[config.mk]
export PLATFORM = sky130hd
export DESIGN_NAME = ds_operand_stage_flat
export DESIGN_NICKNAME = d
export VERILOG_FILES = /design/src/rtl/ds_operand_stage_if.sv /design/src/rtl/ds_operand_stage.sv /design/src/flat_wrapper.sv
export SDC_FILE = /design/constraint.sdc
export NUM_CORES = 1
export LEC_CHECK = 0
export ABC_AREA = 1
export CAP_MARGIN = 5
export CORE_MARGIN = 5
export CORE_UTILIZATION = 34
export CTS_CLUSTER_SIZE = 40
export DETAILED_ROUTE_END_ITERATION = 8
export PLACE_DENSITY = 0.72
export SLEW_MARGIN = 20
export SYNTH_ARGS = -nofsm -noshare
export SYNTH_HDL_FRONTEND = slang
export SYNTH_SLANG_ARGS = --single-unit
[constraint.sdc]
create_clock -name clk -period 1.9 [get_ports clk]
set_input_delay 0.285 -clock clk [delete_from_list [all_inputs] [get_ports clk]]
set_output_delay 0.285 -clock clk [all_outputs]
set_load 0.03 [all_outputs]
[src/rtl/ds_operand_stage_if.sv]
// rtl/ds_operand_stage_if.sv - upstream/downstream handshake bundle for ds_operand_stage
// Purpose: groups the decoder-facing accept port (in_*) and the EXE-facing issue
//          port (out_*) of the operand stage.
// Ports:   slave  - the operand stage: takes in_* and out_allowin, drives in_allowin and out_*.
//          master - the surrounding pipeline (decoder + EXE), the mirror image.
interface ds_operand_stage_if #(
    parameter int XLEN = 32,
    parameter int AW   = 5,
    parameter int PW   = 64
);
    logic            in_valid;
    logic            in_allowin;
    logic [AW-1:0]   in_rs1;
    logic [AW-1:0]   in_rs2;
    logic            in_use1;
    logic            in_use2;
    logic [AW-1:0]   in_rd;
    logic            in_we;
    logic            in_ll;
    logic [PW-1:0]   in_payload;

    logic            out_valid;
    logic            out_allowin;
    logic [XLEN-1:0] out_rs1_val;
    logic [XLEN-1:0] out_rs2_val;
    logic [AW-1:0]   out_rd;
    logic            out_we;
    logic            out_ll;
    logic [PW-1:0]   out_payload;

    modport slave (
        input  in_valid, in_rs1, in_rs2, in_use1, in_use2, in_rd, in_we, in_ll, in_payload,
        output in_allowin,
        output out_valid, out_rs1_val, out_rs2_val, out_rd, out_we, out_ll, out_payload,
        input  out_allowin
    );

    modport master (
        output in_valid, in_rs1, in_rs2, in_use1, in_use2, in_rd, in_we, in_ll, in_payload,
        input  in_allowin,
        input  out_valid, out_rs1_val, out_rs2_val, out_rd, out_we, out_ll, out_payload,
        output out_allowin
    );
endinterface

[src/rtl/ds_operand_stage.sv]
// rtl/ds_operand_stage.sv - decode-side operand stage with forwarding, interlock and scoreboard
// Purpose: single-entry valid/allowin pipeline register holding one decoded instruction.
//          Resolves two source operands from r0, NFWD forward slots (index 0 youngest)
//          or the register file, interlocks on unready producers, on scoreboard-busy
//          sources and on a long-latency WAW, and tracks long-latency destinations.
// Ports:   clk, reset (sync, active-high), flush
//          io             - in_* accept port and out_* issue port (ds_operand_stage_if.slave)
//          rf_raddr1/2    - register-file read addresses, rf_rdata1/2 async read data
//          fwd_we/ready/addr/data - per-stage forwarding sources
//          ll_wb_valid/addr - long-latency writeback retiring a busy register
//          busy_vec       - scoreboard contents, stall_cnt - saturating stall-cycle count
module ds_operand_stage #(
    parameter int XLEN = 32,
    parameter int NREG = 32,
    parameter int NFWD = 3,
    parameter int PW   = 64,
    localparam int AW  = $clog2(NREG)
) (
    input  logic                 clk,
    input  logic                 reset,
    input  logic                 flush,
    ds_operand_stage_if.slave    io,
    output logic [AW-1:0]        rf_raddr1,
    output logic [AW-1:0]        rf_raddr2,
    input  logic [XLEN-1:0]      rf_rdata1,
    input  logic [XLEN-1:0]      rf_rdata2,
    input  logic [NFWD-1:0]      fwd_we,
    input  logic [NFWD-1:0]      fwd_ready,
    input  logic [NFWD*AW-1:0]   fwd_addr,
    input  logic [NFWD*XLEN-1:0] fwd_data,
    input  logic                 ll_wb_valid,
    input  logic [AW-1:0]        ll_wb_addr,
    output logic [NREG-1:0]      busy_vec,
    output logic [31:0]          stall_cnt
);
    logic            valid_q,   valid_d;
    logic [AW-1:0]   rs1_q,     rs1_d;
    logic [AW-1:0]   rs2_q,     rs2_d;
    logic            use1_q,    use1_d;
    logic            use2_q,    use2_d;
    logic [AW-1:0]   rd_q,      rd_d;
    logic            we_q,      we_d;
    logic            ll_q,      ll_d;
    logic [PW-1:0]   payload_q, payload_d;
    logic [NREG-1:0] busy_q,    busy_d;
    logic [31:0]     stall_cnt_q, stall_cnt_d;

    logic            hit1, hit2, rdy1, rdy2;
    logic [XLEN-1:0] fdata1, fdata2;
    logic            haz1, haz2, haz_waw, ready_go, fire, load;

    // Scan oldest to youngest so the youngest matching stage overwrites older ones.
    always_comb begin
        hit1 = 1'b0; rdy1 = 1'b0; fdata1 = '0;
        hit2 = 1'b0; rdy2 = 1'b0; fdata2 = '0;
        for (int i = NFWD - 1; i >= 0; i--) begin
            if (fwd_we[i] && fwd_addr[i*AW +: AW] == rs1_q) begin
                hit1   = 1'b1;
                rdy1   = fwd_ready[i];
                fdata1 = fwd_data[i*XLEN +: XLEN];
            end
            if (fwd_we[i] && fwd_addr[i*AW +: AW] == rs2_q) begin
                hit2   = 1'b1;
                rdy2   = fwd_ready[i];
                fdata2 = fwd_data[i*XLEN +: XLEN];
            end
        end
    end

    // r0 never raises a hazard; a busy register stalls even if a forward slot matches.
    always_comb begin
        haz1     = use1_q && (rs1_q != '0) && ((hit1 && !rdy1) || busy_q[rs1_q]);
        haz2     = use2_q && (rs2_q != '0) && ((hit2 && !rdy2) || busy_q[rs2_q]);
        haz_waw  = ll_q && we_q && (rd_q != '0) && busy_q[rd_q];
        ready_go = !(haz1 || haz2 || haz_waw);
        fire     = valid_q && ready_go && !flush && io.out_allowin;
        load     = io.in_valid && io.in_allowin && !flush;
    end

    always_comb begin
        io.out_valid   = valid_q && ready_go && !flush;
        io.in_allowin  = !valid_q || (ready_go && io.out_allowin);
        io.out_rs1_val = (rs1_q == '0) ? '0 : (hit1 ? fdata1 : rf_rdata1);
        io.out_rs2_val = (rs2_q == '0) ? '0 : (hit2 ? fdata2 : rf_rdata2);
        io.out_rd      = rd_q;
        io.out_we      = we_q;
        io.out_ll      = ll_q;
        io.out_payload = payload_q;
        rf_raddr1      = rs1_q;
        rf_raddr2      = rs2_q;
        busy_vec       = busy_q;
        stall_cnt      = stall_cnt_q;
    end

    always_comb begin
        valid_d     = valid_q;
        rs1_d       = rs1_q;
        rs2_d       = rs2_q;
        use1_d      = use1_q;
        use2_d      = use2_q;
        rd_d        = rd_q;
        we_d        = we_q;
        ll_d        = ll_q;
        payload_d   = payload_q;
        busy_d      = busy_q;
        stall_cnt_d = stall_cnt_q;

        if (flush)              valid_d = 1'b0;
        else if (io.in_allowin) valid_d = io.in_valid;

        if (load) begin
            rs1_d     = io.in_rs1;
            rs2_d     = io.in_rs2;
            use1_d    = io.in_use1;
            use2_d    = io.in_use2;
            rd_d      = io.in_rd;
            we_d      = io.in_we;
            ll_d      = io.in_ll;
            payload_d = io.in_payload;
        end

        // Clear first so a same-register set in the same cycle wins.
        if (ll_wb_valid) busy_d[ll_wb_addr] = 1'b0;
        if (fire && ll_q && we_q && rd_q != '0) busy_d[rd_q] = 1'b1;
        busy_d[0] = 1'b0;

        if (valid_q && !ready_go && !flush && stall_cnt_q != 32'hFFFF_FFFF)
            stall_cnt_d = stall_cnt_q + 32'd1;
    end

    always_ff @(posedge clk) begin
        if (reset) begin
            valid_q     <= 1'b0;
            rs1_q       <= '0;
            rs2_q       <= '0;
            use1_q      <= 1'b0;
            use2_q      <= 1'b0;
            rd_q        <= '0;
            we_q        <= 1'b0;
            ll_q        <= 1'b0;
            payload_q   <= '0;
            busy_q      <= '0;
            stall_cnt_q <= '0;
        end else begin
            valid_q     <= valid_d;
            rs1_q       <= rs1_d;
            rs2_q       <= rs2_d;
            use1_q      <= use1_d;
            use2_q      <= use2_d;
            rd_q        <= rd_d;
            we_q        <= we_d;
            ll_q        <= ll_d;
            payload_q   <= payload_d;
            busy_q      <= busy_d;
            stall_cnt_q <= stall_cnt_d;
        end
    end
endmodule

[src/flat_wrapper.sv]
// flat-port wrapper written by rule: the top's interface ports become plain ports
module ds_operand_stage_flat 
#(
    parameter int XLEN = 32,
    parameter int NREG = 32,
    parameter int NFWD = 3,
    parameter int PW   = 64,
    localparam int AW  = $clog2(NREG)
)
  (clk, reset, flush, rf_raddr1, rf_raddr2, rf_rdata1, rf_rdata2, fwd_we, fwd_ready, fwd_addr, fwd_data, ll_wb_valid, ll_wb_addr, busy_vec, stall_cnt, io_in_valid, io_in_rs1, io_in_rs2, io_in_use1, io_in_use2, io_in_rd, io_in_we, io_in_ll, io_in_payload, io_in_allowin, io_out_valid, io_out_rs1_val, io_out_rs2_val, io_out_rd, io_out_we, io_out_ll, io_out_payload, io_out_allowin);
  ds_operand_stage_if #(.XLEN(XLEN), .AW(5), .PW(PW)) io_i ();
  input  logic clk;
  input  logic reset;
  input  logic flush;
  output logic [AW-1:0] rf_raddr1;
  output logic [AW-1:0] rf_raddr2;
  input  logic [XLEN-1:0] rf_rdata1;
  input  logic [XLEN-1:0] rf_rdata2;
  input  logic [NFWD-1:0] fwd_we;
  input  logic [NFWD-1:0] fwd_ready;
  input  logic [NFWD*AW-1:0] fwd_addr;
  input  logic [NFWD*XLEN-1:0] fwd_data;
  input  logic ll_wb_valid;
  input  logic [AW-1:0] ll_wb_addr;
  output logic [NREG-1:0] busy_vec;
  output logic [31:0] stall_cnt;
  input wire logic [$bits(io_i.in_valid)-1:0] io_in_valid;
  input wire logic [$bits(io_i.in_rs1)-1:0] io_in_rs1;
  input wire logic [$bits(io_i.in_rs2)-1:0] io_in_rs2;
  input wire logic [$bits(io_i.in_use1)-1:0] io_in_use1;
  input wire logic [$bits(io_i.in_use2)-1:0] io_in_use2;
  input wire logic [$bits(io_i.in_rd)-1:0] io_in_rd;
  input wire logic [$bits(io_i.in_we)-1:0] io_in_we;
  input wire logic [$bits(io_i.in_ll)-1:0] io_in_ll;
  input wire logic [$bits(io_i.in_payload)-1:0] io_in_payload;
  output wire logic [$bits(io_i.in_allowin)-1:0] io_in_allowin;
  output wire logic [$bits(io_i.out_valid)-1:0] io_out_valid;
  output wire logic [$bits(io_i.out_rs1_val)-1:0] io_out_rs1_val;
  output wire logic [$bits(io_i.out_rs2_val)-1:0] io_out_rs2_val;
  output wire logic [$bits(io_i.out_rd)-1:0] io_out_rd;
  output wire logic [$bits(io_i.out_we)-1:0] io_out_we;
  output wire logic [$bits(io_i.out_ll)-1:0] io_out_ll;
  output wire logic [$bits(io_i.out_payload)-1:0] io_out_payload;
  input wire logic [$bits(io_i.out_allowin)-1:0] io_out_allowin;
  assign io_i.in_valid = io_in_valid;
  assign io_i.in_rs1 = io_in_rs1;
  assign io_i.in_rs2 = io_in_rs2;
  assign io_i.in_use1 = io_in_use1;
  assign io_i.in_use2 = io_in_use2;
  assign io_i.in_rd = io_in_rd;
  assign io_i.in_we = io_in_we;
  assign io_i.in_ll = io_in_ll;
  assign io_i.in_payload = io_in_payload;
  assign io_in_allowin = io_i.in_allowin;
  assign io_out_valid = io_i.out_valid;
  assign io_out_rs1_val = io_i.out_rs1_val;
  assign io_out_rs2_val = io_i.out_rs2_val;
  assign io_out_rd = io_i.out_rd;
  assign io_out_we = io_i.out_we;
  assign io_out_ll = io_i.out_ll;
  assign io_out_payload = io_i.out_payload;
  assign io_i.out_allowin = io_out_allowin;
  ds_operand_stage #(.XLEN(XLEN), .NREG(NREG), .NFWD(NFWD), .PW(PW)) u_core (.clk(clk), .reset(reset), .flush(flush), .io(io_i), .rf_raddr1(rf_raddr1), .rf_raddr2(rf_raddr2), .rf_rdata1(rf_rdata1), .rf_rdata2(rf_rdata2), .fwd_we(fwd_we), .fwd_ready(fwd_ready), .fwd_addr(fwd_addr), .fwd_data(fwd_data), .ll_wb_valid(ll_wb_valid), .ll_wb_addr(ll_wb_addr), .busy_vec(busy_vec), .stall_cnt(stall_cnt));
endmodule
Word level (Yosys, flattened, before mapping)
Index checks and enable logic that the tools add are counted.
{"block": "classes", "mux": 34, "n_lt_le_gt_ge": 6, "n_addsub": 1, "n_reduce_logical": 45, "eq_ne": 7, "bitwise": 3}
{"operator": "2-to-1 mux 32 bit", "n": 12}
{"operator": "adder 32 x 1 -> 32 bit (second input constant)", "n": 1}
{"operator": "bitwise AND 32 bit", "n": 1}
{"operator": "inequality test 32 bit (second input constant)", "n": 1}
{"operator": "NOT 32 bit", "n": 1}
{"operator": "OR 32 bit", "n": 1}
{"operator": "== test 5 bit", "n": 6}
{"operator": "logical AND 1 bit", "n": 29}
{"operator": "< comparator 5 x 6 -> 1 bit (second input constant)", "n": 4}
{"operator": "2-to-1 mux 1 bit", "n": 17}
{"operator": "binary-select mux 1 bit (select 5 bit)", "n": 3}
{"operator": "nonzero test 5 bit", "n": 3}
{"operator": "demux 1 bit (select 5 bit)", "n": 2}
{"operator": "greater-or-equal comparator 5 x 1 -> 1 bit (second input constant)", "n": 2}
{"operator": "zero test 5 bit", "n": 2}
{"operator": "zero test 1 bit", "n": 5}
{"operator": "logical OR 1 bit", "n": 5}
{"operator": "OR reduction 2 bit", "n": 1}
{"block": "word_totals", "regBits": 148, "inputBits": 275, "output_inout_bits": 211}

Depth between registers and ports, before layout
{"block": "logic_depth", "depth_word": 19, "mapped_depth": 20, "depth_no_buf": 18}

Least setup slack after synthesis
No wires, ideal clock.
{"block": "synth_path", "path_kind": "register to output", "from": "register u_core.rs1_q[2] (netlist: u_core.rf_raddr1[2])", "to": "output io_out_rs1_val[0]", "path_stages_with_launch": 11, "arrival_time_ps": 2360, "setup_slack_ps": -745, "path_cell_list": "dfxtp_1 > clkbuf_2 > inv_1 > nor2_1 > nor2_1 > nand3_1 > inv_1 > nor3_1 > clkinv_1 > clkbuf_1 > a21oi_1"}
{"block": "synth_via", "elab_chain_len": 7, "elab_cells_between_ends": 15, "classes_between": "eq/ne: 3; mux: 8; reduce/logical: 4"}
{"item": "from (decl)", "line_no": "ds_operand_stage.sv:37", "rtl": "logic [AW-1:0] rs1_q, rs1_d;"}
{"item": "from (signal assigned)", "line_no": "ds_operand_stage.sv:146", "rtl": "rs1_q <= rs1_d;"}
{"item": "== test 5 bit", "line_no": "ds_operand_stage.sv:57", "rtl": "if (fwd_we[i] && fwd_addr[i*AW +: AW] == rs1_q) begin"}
{"item": "logical AND 1 bit", "line_no": "ds_operand_stage.sv:57"}
{"item": "2-to-1 mux 32 bit or 2-to-1 mux 1 bit (tied branches) (3 in a row)", "line_no": "ds_operand_stage.sv:57"}
{"item": "2-to-1 mux 32 bit", "line_no": "ds_operand_stage.sv:83", "rtl": "io.out_rs1_val = (rs1_q == '0) ? '0 : (hit1 ? fdata1 : rf_rdata1);"}
{"item": "2-to-1 mux 32 bit (*)", "line_no": "ds_operand_stage.sv:83"}
{"item": "to (decl)", "line_no": "flat_wrapper.sv:38", "rtl": "output wire logic [$bits(io_i.out_rs1_val)-1:0] io_out_rs1_val;"}
Mark *: on every way between the ends. The rest lies on a longest branch, timed or not.

Worst setup path in the final report
{"block": "layout_path", "from": "register u_core.rs1_q[0] (netlist: u_core.rf_raddr1[0])", "to": "output io_out_rs1_val[24]"}
The elaborated chain is that of the path after synthesis.

==> results.ini <==
[yosys]
synth_async_sr_flop_share = 0
synthDistinctLibCells = 38
synth_fp_nets = 2093
ys_ff_latch = 147
synth_top_area_cell = dfxtp_1
synthTopCellsByCount = nand2_1, nor2_1, inv_1
synth_most_common_cell = nand2_1
syn_inst = 1817
synthTopCellsByArea = dfxtp_1, nand2_1, a21oi_1, o21ai_0, nand3_1
synth_top_area_share = 0.275
syn_avg_cell_area_um2 = 5.90
ys_warn_count = 0
ys_seq_area_frac = 0.275
synth_edf_count = 0
synth_ff_type = dfxtp_1
netlist_area_um2 = 10700

[timing]
setup_violations = 250
slew_violations = 0
fin_skew_ns = 0.0104
tightest_slew_ns = 0.621
rsz0062_at_grt = yes
setup_slack_ns = -0.820
slew_headroom = 0.582
post-route-min-period_ns = 2.72
finalHoldViolations = 0
fmax_mhz = 368
period_share = 1.43

[route]
antenna_left = 0
routed_wl_um = 63900
wire_per_inst_um = 21.5
viasPerCell = 5.48
vias = 16271
drtPass1Iterations = 8
initialDrtViolationCount = 1310
drc_errors = 0

[floorplan]
die_x_um = 188
num_rows = 65
die_h_um = 188
die_area_um2 = 35200
initial_utilization = 0.342
core_area_um2 = 31300
io-pin-count = 486

[worst_hold_path]
worstHoldPathType = in2reg

[setup_path]
critPathKind = reg2out
cp_max_fo = 6
arrival_ns = 2.43
regToRegSetupSlack_ns = -0.64
start_kind = register
endpoint_kind = output port
crit_required_ns = 1.62
slowest_stage = dfxtp_4
max_stage_delay_ns = 0.40
cp_cell_sequence = inv_6, or2_4, nand3_4, nor2_4, buf_6, nor3_4, clkinv_4, buf_12, buf_12, a21oi_4, buf_6

[placement]
portBuffers = 484
dp_hpwl_um = 45300
pre_cts_slack_ns = -0.910
gp_congestion = 0.972
dpl_cell_area_um2 = 18900

[pwr]
p_per_area_nw_per_um2 = 525
peakVddDrop_v = 0.000632
power_leakage_nw = 9.19

[outcome]
status = finished with violations
violations = negative setup slack

[cts]
cts_sinks = 147
clk_path_buf_depth = 2
clock-root-buffer = clkbuf_16
postCtsHoldBufs = 0
tritoncts = done
clk_pin_slew_ns = 0.07
insertion_delay_ns = 0.43
cts_max_level = 4
cts_buffers = 17

[grt]
grt_usage = 0.325
grt_max_degree = 92
grt.overflow.total = 0
grt_pass1_vias = 15814
antenna_found_initial = 18
grt_pass1_wl_um = 91200

[final_layout]
fillers = 2375
final_area_um2 = 22400
drive_above_1_share = 0.331
layout.nets = 2811
area_growth_pct = 109

[flow_run]
drv_cap = 0

power breakdown:
group	total, W	switching [W]	internal [W]
combinational	0.00486	0.00260	0.00226
sequential	0.00334	0.000136	0.00320
clock	0.00355	0.00146	0.00210
total	0.0117	0.00419	0.00755
layout by cell type (no fill, tap or decap), drive strengths merged:
cell type	n
dlygate4sd2	5
nor3	63
bufbuf	2
clkdlybuf4s50	410
nand3b	1
xor2	21
clkbuf	26
diode	18
conb	1
inv	197
dlymetal6s2s	2
a22oi	38
ha	1
o22ai	4
clkinv	8
a21boi	1
nand2	416
clkinvlp	4
dfxtp	147
a221oi	32
xnor2	9
bufinv	3
nor2	209
buf	394
nor3b	1
a31oi	2
o21ai	181
nand4	10
a21oi	179
o221ai	2
nor4	7
nand3	170
or2	2
critical path, delay by kind of cell, from the launching register on:
kind | cells | cell delay (ns)
AOI/OAI and AO/OA | 1 | 0.15
buffers and inverters | 6 | 0.87
DFF | 1 | 0.40
and+or+nand+nor | 4 | 0.59
through the flow:
stage	hold WS [ns]	util	cells	power (W)	setup TNS [ns]
2_1_floorplan	0.435	-	1817	0.00552	-21.63
3_3_place_gp	0.462	0.604	2842	0.00744	-158.04
3_5_place_dp	0.469	0.604	2842	0.00747	-164.83
4_1_cts	0.287	0.676	2919	0.0114	-116.65
5_1_grt	0.318	0.714	2966	0.0122	-164.74
6_report	0.317	0.714	2968	0.0117	-131.61
final cells by class:
class / instances / area [µm²] / area share
Clock inverter: 13 / 155 / 0.00694
Clock buffer: 19 / 443 / 0.0198
Antenna cell: 18 / 45.0 / 0.00201
Inverter: 197 / 827 / 0.0370
Timing Repair Buffer: 820 / 8680 / 0.388
Tap cell: 402 / 503 / 0.0225
Multi-Input combinational cell: 1350 / 8700 / 0.389
Timing Repair inverter: 2 / 13.8 / 0.000615
Sequential cell: 147 / 3000 / 0.134
layer usage:
metal	share of wire	global-route usage	wire length, µm
met5	0.00053	0	34
met2	0.50	0.572	31700
met3	0.086	0.0890	5480
met1	0.36	0.358	22800
met4	0.060	0.165	3840
timing repair:
| action | in CTS | in global routing |
|---|---|---|
| gates cloned | 14 | 9 |
| gates resized for setup | 288 | 196 |
| hold endpoints to repair | 0 | 0 |
| buffers inserted | 34 | 25 |
| pin swaps | 46 | 64 |
| endpoints found under the setup margin | 250 | 264 |
state kept, by name (all words and copies together) (netlist names), 5 cells and up:
signal and cells:
u_core.stall_cnt 32, u_core.rf_raddr1 5, u_core.rf_raddr2 5, u_core.busy_vec 31, u_core.io.out_payload 64, u_core.io.out_rd 5
cells by family after synthesis:
group / count (synthesis) / synth area share
AO/OA/AOI/OAI: 439 / 0.227
XOR/XNOR: 30 / 0.0245
adder cells (fa/ha/maj): 1 / 0.00117
buffers and inverters: 321 / 0.127
flip-flops: 147 / 0.275
other: 1 / 0.000350
AND/OR/NAND/NOR: 878 / 0.346
final timing paths:
kind	to	cells after the start	startpoint
worst min register to register	u_core.io.out_payload[35]	2	u_core.io.out_payload[35]
worst max register to register	u_core.io.out_payload[17]	19	u_core.rf_raddr1[0]
worst max-delay path	io_out_rs1_val[24]	11	u_core.rf_raddr1[0]
worst min-delay path	u_core.stall_cnt[0]	3	reset
No activity file was read; power rests on OpenSTA's default activity.
